[src/rtl/gmcu_bitio_ctrl_pkg.sv]
// Shared types for the bit-addressed IO controller: FSM state and captured request.
// Field widths follow the platform IO space; the controller accepts narrower parameters.
package gmcupkg;

  localparam int unsigned GMCU_IO_ADDR_W = 8;
  localparam int unsigned GMCU_IO_DATA_W = 8;
  localparam int unsigned GMCU_IO_BSEL_W = $clog2(GMCU_IO_DATA_W);

  typedef enum logic [1:0] {
    IDLE = 2'd0,
    RD   = 2'd1,
    WR   = 2'd2,
    RSP  = 2'd3
  } bitioStateType;

  typedef struct packed {
    logic [GMCU_IO_ADDR_W-1:0] addr;
    logic [GMCU_IO_BSEL_W-1:0] bitsel;
    logic                      bitval;
    logic                      store;
  } bitioReqType;

endpackage

[src/rtl/gmcu_bitio_ctrl_tmo.sv]
// Bus-wait watchdog for gmcu_bitio_ctrl; only built with GMCU_BITIO_TIMEOUT_EN defined.
// expired is high during the TMO_CYC-th consecutive run cycle after a start.
`ifdef GMCU_BITIO_TIMEOUT_EN
module gmcu_bitio_tmo #(
  parameter int unsigned TMO_CYC = 15
) (
  input  logic clk,
  input  logic rst_n,
  input  logic start,
  input  logic run,
  output logic expired
);

  localparam int unsigned CNT_W = $clog2(TMO_CYC + 1);
  localparam logic [CNT_W-1:0] LIMIT = CNT_W'(TMO_CYC - 1);

  logic [CNT_W-1:0] cnt_q, cnt_d;

  assign expired = run && (cnt_q == LIMIT);

  always_comb begin
    cnt_d = cnt_q;
    if (start) begin
      cnt_d = '0;
    end else if (run && !expired) begin
      cnt_d = cnt_q + CNT_W'(1);
    end
  end

  always_ff @(posedge clk) begin
    if (!rst_n) begin
      cnt_q <= '0;
    end else begin
      cnt_q <= cnt_d;
    end
  end

endmodule
`endif

[src/rtl/gmcu_bitio_ctrl.sv]
// Single-bit load/store to an IO register via read (and read-modify-write) on the IO bus.
// Optional bus timeout: define GMCU_BITIO_TIMEOUT_EN to abandon stalled accesses.
module gmcu_bitio_ctrl
  import gmcupkg::*;
#(
  parameter int unsigned ADDR_W  = 8,
  parameter int unsigned DATA_W  = 8,
  parameter int unsigned TMO_CYC = 15,
  localparam int unsigned BSEL_W = $clog2(DATA_W)
) (
  input  logic              clk,
  input  logic              rst_n,
  input  logic              req_valid,
  output logic              req_ready,
  input  logic              req_store,
  input  logic [ADDR_W-1:0] req_addr,
  input  logic [BSEL_W-1:0] req_bitsel,
  input  logic              req_bitval,
  output logic              rsp_valid,
  output logic              rsp_bit,
  output logic              rsp_err,
  output logic              io_req,
  output logic              io_we,
  output logic [ADDR_W-1:0] io_addr,
  output logic [DATA_W-1:0] io_wdata,
  input  logic              io_ack,
  input  logic [DATA_W-1:0] io_rdata,
  output bitioStateType     dbg_state
);

  if (DATA_W < 2 || (DATA_W & (DATA_W - 1)) != 0 || DATA_W > GMCU_IO_DATA_W ||
      ADDR_W > GMCU_IO_ADDR_W || TMO_CYC < 1) begin : g_bad_params
    $error("gmcu_bitio_ctrl: unsupported ADDR_W/DATA_W/TMO_CYC");
  end

  bitioStateType     state_q, state_d;
  bitioReqType       cap_q, cap_d;
  logic [DATA_W-1:0] wdata_q, wdata_d;
  logic              rsp_bit_q, rsp_bit_d;
  logic [BSEL_W-1:0] sel_bit;

  assign sel_bit   = cap_q.bitsel[BSEL_W-1:0];
  assign req_ready = (state_q == IDLE);
  assign io_req    = (state_q == RD) || (state_q == WR);
  assign io_we     = (state_q == WR);
  assign io_addr   = cap_q.addr[ADDR_W-1:0];
  assign io_wdata  = wdata_q;
  assign rsp_valid = (state_q == RSP);
  assign rsp_bit   = rsp_bit_q;
  assign dbg_state = state_q;

`ifdef GMCU_BITIO_TIMEOUT_EN
  logic rsp_err_q, rsp_err_d;
  logic tmo_start, tmo_expired;

  assign rsp_err = rsp_err_q;

  gmcu_bitio_tmo #(
    .TMO_CYC (TMO_CYC)
  ) u_tmo (
    .clk     (clk),
    .rst_n   (rst_n),
    .start   (tmo_start),
    .run     (io_req),
    .expired (tmo_expired)
  );
`else
  assign rsp_err = 1'b0;
`endif

  always_comb begin
    state_d   = state_q;
    cap_d     = cap_q;
    wdata_d   = wdata_q;
    rsp_bit_d = rsp_bit_q;
`ifdef GMCU_BITIO_TIMEOUT_EN
    rsp_err_d = rsp_err_q;
    tmo_start = 1'b0;
`endif
    unique case (state_q)
      IDLE: begin
        if (req_valid) begin
          cap_d.addr   = GMCU_IO_ADDR_W'(req_addr);
          cap_d.bitsel = GMCU_IO_BSEL_W'(req_bitsel);
          cap_d.bitval = req_bitval;
          cap_d.store  = req_store;
          state_d      = RD;
`ifdef GMCU_BITIO_TIMEOUT_EN
          tmo_start    = 1'b1;
          rsp_err_d    = 1'b0;
`endif
        end
      end
      RD: begin
        if (io_ack) begin
          if (cap_q.store) begin
            // Write back the register just read with only the selected bit replaced.
            wdata_d          = io_rdata;
            wdata_d[sel_bit] = cap_q.bitval;
            rsp_bit_d        = cap_q.bitval;
            state_d          = WR;
`ifdef GMCU_BITIO_TIMEOUT_EN
            tmo_start        = 1'b1;
`endif
          end else begin
            rsp_bit_d = io_rdata[sel_bit];
            state_d   = RSP;
          end
        end
`ifdef GMCU_BITIO_TIMEOUT_EN
        else if (tmo_expired) begin
          rsp_bit_d = 1'b0;
          rsp_err_d = 1'b1;
          state_d   = RSP;
        end
`endif
      end
      WR: begin
        if (io_ack) begin
          state_d = RSP;
        end
`ifdef GMCU_BITIO_TIMEOUT_EN
        else if (tmo_expired) begin
          rsp_bit_d = 1'b0;
          rsp_err_d = 1'b1;
          state_d   = RSP;
        end
`endif
      end
      RSP: begin
        state_d = IDLE;
      end
      default: begin
        state_d = IDLE;
      end
    endcase
  end

  always_ff @(posedge clk) begin
    if (!rst_n) begin
      state_q   <= IDLE;
      cap_q     <= '0;
      wdata_q   <= '0;
      rsp_bit_q <= 1'b0;
    end else begin
      state_q   <= state_d;
      cap_q     <= cap_d;
      wdata_q   <= wdata_d;
      rsp_bit_q <= rsp_bit_d;
    end
  end

`ifdef GMCU_BITIO_TIMEOUT_EN
  always_ff @(posedge clk) begin
    if (!rst_n) begin
      rsp_err_q <= 1'b0;
    end else begin
      rsp_err_q <= rsp_err_d;
    end
  end
`endif

endmodule

[config.mk]
export PLATFORM = sky130hd
export DESIGN_NAME = gmcu_bitio_ctrl
export DESIGN_NICKNAME = d
export VERILOG_FILES = /design/src/rtl/gmcu_bitio_ctrl_pkg.sv /design/src/rtl/gmcu_bitio_ctrl_tmo.sv /design/src/rtl/gmcu_bitio_ctrl.sv
export SDC_FILE = /design/constraint.sdc
export NUM_CORES = 1
export LEC_CHECK = 0
export BUFFER_PORTS_ARGS = -buffer_cell sky130_fd_sc_hd__buf_2
export CORE_UTILIZATION = 43
export DETAILED_ROUTE_END_ITERATION = 8
export PLACE_DENSITY_LB_ADDON = 0.1
export SYNTH_ARGS = -nofsm -noshare
export SYNTH_HDL_FRONTEND = slang
export SYNTH_SLANG_ARGS = --single-unit
[constraint.sdc]
create_clock -name clk -period 1.4 [get_ports clk]
set_clock_uncertainty 0.1 [all_clocks]
set_input_delay 0 -clock clk [delete_from_list [all_inputs] [get_ports clk]]
set_output_delay 0 -clock clk [all_outputs]
set_load 0.1 [all_outputs]
== Word level (Yosys, flattened, before mapping) ==
Cells that the tools add are included.
Cells by class
  order comparisons: 2
  equality and inequality tests: 6
  muxes and demuxes: 11
  reductions and logical operators: 7
Operators with widths (count)
  $bwmux W8: 1
  $pmux W2 S4: 1
  $mux W2: 3
  $reduce_and A3 Y1: 2
  $eq A2 B2 Y1 const B: 2
  $lt A3 B4 Y1 const B: 1
  $mux W1: 4
  $ne A2 B2 Y1 const B: 2
  $reduce_and A2 Y1: 2
  $bmux W1 S3: 1
  $demux W1 S3: 1
  $ge A3 B1 Y1 const B: 1
  $eq A2 B1 Y1 const B: 1
  $logic_not A2 Y1: 1
  $ne A2 B1 Y1 const B: 1
  $logic_and A1 B1 Y1: 1
  $logic_or A1 B1 Y1: 1
Word-level totals
  bits in registers: 24
  output and inout bits: 24
  word-level logic and storage cells: 33

== Longest topological paths before layout ==
  depth in word-level cells: 5
  depth in mapped cells: 7

== Least setup slack after synthesis ==
Ideal clock, no wire load.
  kind: reg-to-reg
  from: register state_q[0], in the netlist dbg_state[0]
  to: register cap_q (netlist bit io_addr[1])
  arrival: 2602 ps
  data required time: 1230 ps
  slack: -1372 ps
  cell stages (with the launch flop): 7
  clock period less this slack: 2772 ps
  path through: dfxtp_1 > inv_1 > ha_1 > nand2_1 > clkbuf_1 > nand2_1 > a21oi_1
Between the ends
  longest elaborated chain between the ends: 2
Ends and longest elaborated chain
  start: declaration: RTL line gmcu_bitio_ctrl.sv:36  | bitioStateType state_q, state_d;
  start signal: assignment: RTL line gmcu_bitio_ctrl.sv:146  | state_q <= state_d;
  $logic_not A2 Y1
  named net req_ready: RTL line gmcu_bitio_ctrl.sv:14  | output logic req_ready,
  $reduce_and A2 Y1 (no line)
  end signal: assignment: RTL line gmcu_bitio_ctrl.sv:147  | cap_q <= cap_d;
  end: declaration: RTL line gmcu_bitio_ctrl.sv:37  | bitioReqType cap_q, cap_d;
The timed path passes the listed nets, and every way through them passes these cells.
A chain may end at the register's enable or synchronous reset.

== Worst setup path in the final report ==
  from: register cap_q (netlist bit sel_bit[1])
  to: register rsp_bit_q, in the netlist rsp_bit
Between the ends
  longest elaborated chain between the ends: 3
Ends and longest elaborated chain
  $bmux W1 S3: RTL line gmcu_bitio_ctrl.sv:106  | rsp_bit_d = io_rdata[sel_bit];
  $mux W1 (implied by the code): RTL line gmcu_bitio_ctrl.sv:106
  $mux W1: RTL line gmcu_bitio_ctrl.sv:96  | if (cap_q.store) begin
  end signal: assignment: RTL line gmcu_bitio_ctrl.sv:149  | rsp_bit_q <= rsp_bit_d;
  end: declaration: RTL line gmcu_bitio_ctrl.sv:39  | logic rsp_bit_q, rsp_bit_d;
No other way between the ends. The select of a mux whose other input is x is not followed.

==> impl_metrics.ini <==
[clock_tree]
numCtsBuffers = 3
path_clk_slew_ps = 130
clockRootBuffer = clkbuf_4
clkLatencyLatePin_ps = 320
htreeDepth = 1
cts_tree = done
cts_buffer_depth = 2
clock_sinks = 24

[outcome]
failed_checks = DRC
status = finished, violations left

[drt]
firstDrtPassIters = 6
avgRoutedWirePerCell_um = 13.0
top_layer = met4
drtIter0Drc = 42
ant_nets = 0
drt-met1-wl_um = 1470
via_per_inst = 5.05
via_count = 1226
drcViolationCount = 6
wl_um = 3170
wl_met3_um = 124
wl_met2_um = 1550

[min_path]
hold_path.class = in2reg
min_from = req_valid
holdPathEnd = sel_bit[2]
hold_depth = 4

[flow_run]
maxCapViolCount = 0

[layout]
insertedDiodeCount = 0
fillCellCount = 240
syn_to_final_growth_pct = 51.0
nets = 243
drive_gt1_share_pct = 41.5
multi_input_area_um2 = 773
register_area_um2 = 494
finish.utilization_pct = 69.3

[critical_path]
cp.required_ps = 1540
rr_endpoint = rsp_bit
cp_max_fo = 7
path_class = reg2reg
rrSetupSlack_ps = 50
start_kind = flop
crit_arrival_ps = 1490
crit-reg2reg-launch = sel_bit[1]
worst_setup_path_end_kind = flop
reg2reg_depth = 3

[grt]
grt_pass1_vias = 1229
grt_usage_pct = 21.1
grt_max_degree = 21
overflow = 0
antenna_found_initial = 0
grt_pass1_wl_um = 5360

[sta]
tns_ps = 0
fmax_mhz = 741
finalCritPeriodShare_pct = 96.4
hold_ws_ps = 12.3
hold_viol = 0
slew_viol_final = 0
rsz0062_at_grt = yes
fin_crit_ps = 1350
setup_violations = 0

[placement]
numPortBuffers = 47
gp_congestion = 0.798
dp_hpwl_um = 2060

[synthesis]
syn_area_per_cell_um2 = 8.70
syn_inst = 148
yosys-top-cells-area = dfxtp_1, nand2_1, mux2i_1
synthDistinctLibCells = 33
synth_ff_type = dfxtp_1
synth_seq_cells = 24
yosysTopAreaCell = dfxtp_1
synth_nets = 178
ys_warn_count = 0
synth.top_cell.area_share_pct = 37.3
syn_area_mm2 = 0.00129
synth_seq_area_share_pct = 37.3
async_flop_share_pct = 0
synth_edf_count = 0

[power]
power.density_mw_per_mm2 = 1970
peakVddDrop_v = 0.00297
p_leak_nw = 0.859

[floorplanning]
initial_core_util_pct = 45.9
die_y_um = 56.7
coreArea_mm2 = 0.00281
rows = 19
die_area_mm2 = 0.00322
io_pins = 49
die_x_um = 56.7
## cell usage in the layout, fill, tap and decap left out, types with 2 or more instances in the layout
cell            n
a211oi_1        4
a211oi_2        4
a21o_1          2
a21oi_1        15
and3_4          2
buf_12          4
buf_2          43
buf_4           8
clkbuf_4        3
dfxtp_1        19
dfxtp_2         2
dfxtp_4         3
dlygate4sd3_1  22
ha_4            4
inv_1           3
mux2i_1        10
nand2_1        27
nand2b_1        2
nand2b_2        2
nand3_1         2
nand3b_1        3
nor2_1          8
nor3b_2         2
## cells in the mapped netlist, types with 2 or more instances
master    instances
buf_2             4
mux2i_1          10
clkbuf_1          2
nor2_1            8
nand3_1           2
buf_4            11
dfxtp_1          24
ha_1              5
nor3b_2           2
nand3b_1          3
a21oi_1          15
nand2b_1          2
nand2_1          28
a211oi_1          7
nand2b_2          2
inv_1             5
a21o_1            2
## cells by family (layout without fill, tap and decap cells)
family | count (synthesis) | count (layout) | synth area share [%]
flops | 24 | 24 | 37.3
buf+inv | 24 | 86 | 11.2
simple gates | 52 | 54 | 21.0
other cells | 1 | 1 | 0.291
fa+ha+maj | 5 | 5 | 4.86
mux | 11 | 11 | 9.52
compound gates | 31 | 31 | 15.8
## worst max-delay path, cell delays in order, from the launching register on
cell      delay (ps)
dfxtp_4          390
nand2b_2         170
mux4_2           470
a31oi_1          160
## layer usage
| layer | vias to the layer above | track usage, % |
|---|---|---|
| met5 | - | 0 |
| met4 | 0 | 6.43 |
| met3 | 4 | 3.46 |
| met2 | 35 | 37.9 |
| met1 | 561 | 25.5 |
| li1 | 626 | - |
## report_power, final
| group | leakage (nW) | switching, mW | internal, mW |
|---|---|---|---|
| Clock | 0.0210 | 0.205 | 0.159 |
| Sequential | 0.199 | 0.136 | 0.812 |
| Combinational | 0.639 | 1.67 | 0.841 |
| Total | 0.859 | 2.01 | 1.81 |
## flip-flops by register name, indices dropped and copies added (netlist names)
register,flops
cap_q,2
io_addr,8
io_wdata,8
sel_bit,3
dbg_state,2
rsp_bit,1
## worst max path at each step
stage | start | slack (ps) | to
floorplan | dbg_state[1] | -200 | io_addr[1]
global placement | sel_bit[1] | 70 | rsp_bit
detailed placement | dbg_state[0] | 30 | rsp_bit
CTS | dbg_state[1] | 7 | rsp_bit
global route | sel_bit[1] | -9 | rsp_bit
finish | sel_bit[1] | 50 | rsp_bit
## metrics by stage
step	power (mW)	cells	area [µm²]	worst slack [ps]
floorplan	2.88	148	1390	-195
global placement	3.27	214	1630	70.2
detailed placement	3.31	214	1630	34.7
CTS	3.73	240	1890	7.16
global route	4.04	243	1940	-9.04
finish	3.82	243	1940	50.9
## cell type report
class                           count  share of cell area, %
Sequential cell                    24                   25.4
Tap cell                           31                   1.99
Timing Repair Buffer               77                   29.6
Inverter                            5                   1.35
Multi-Input combinational cell    102                   39.8
Clock buffer                        4                   1.87
## repair_timing
item | CTS | global route
pin swaps | 1 | 3
gates cloned | 0 | 2
resized for setup | 2 | 10
hold buffers | 22 | 0
setup endpoints to repair | 2 | 11
setup buffers | 0 | 2
endpoints found under the hold margin | 22 | 0
(Power assumes the default switching activity.)
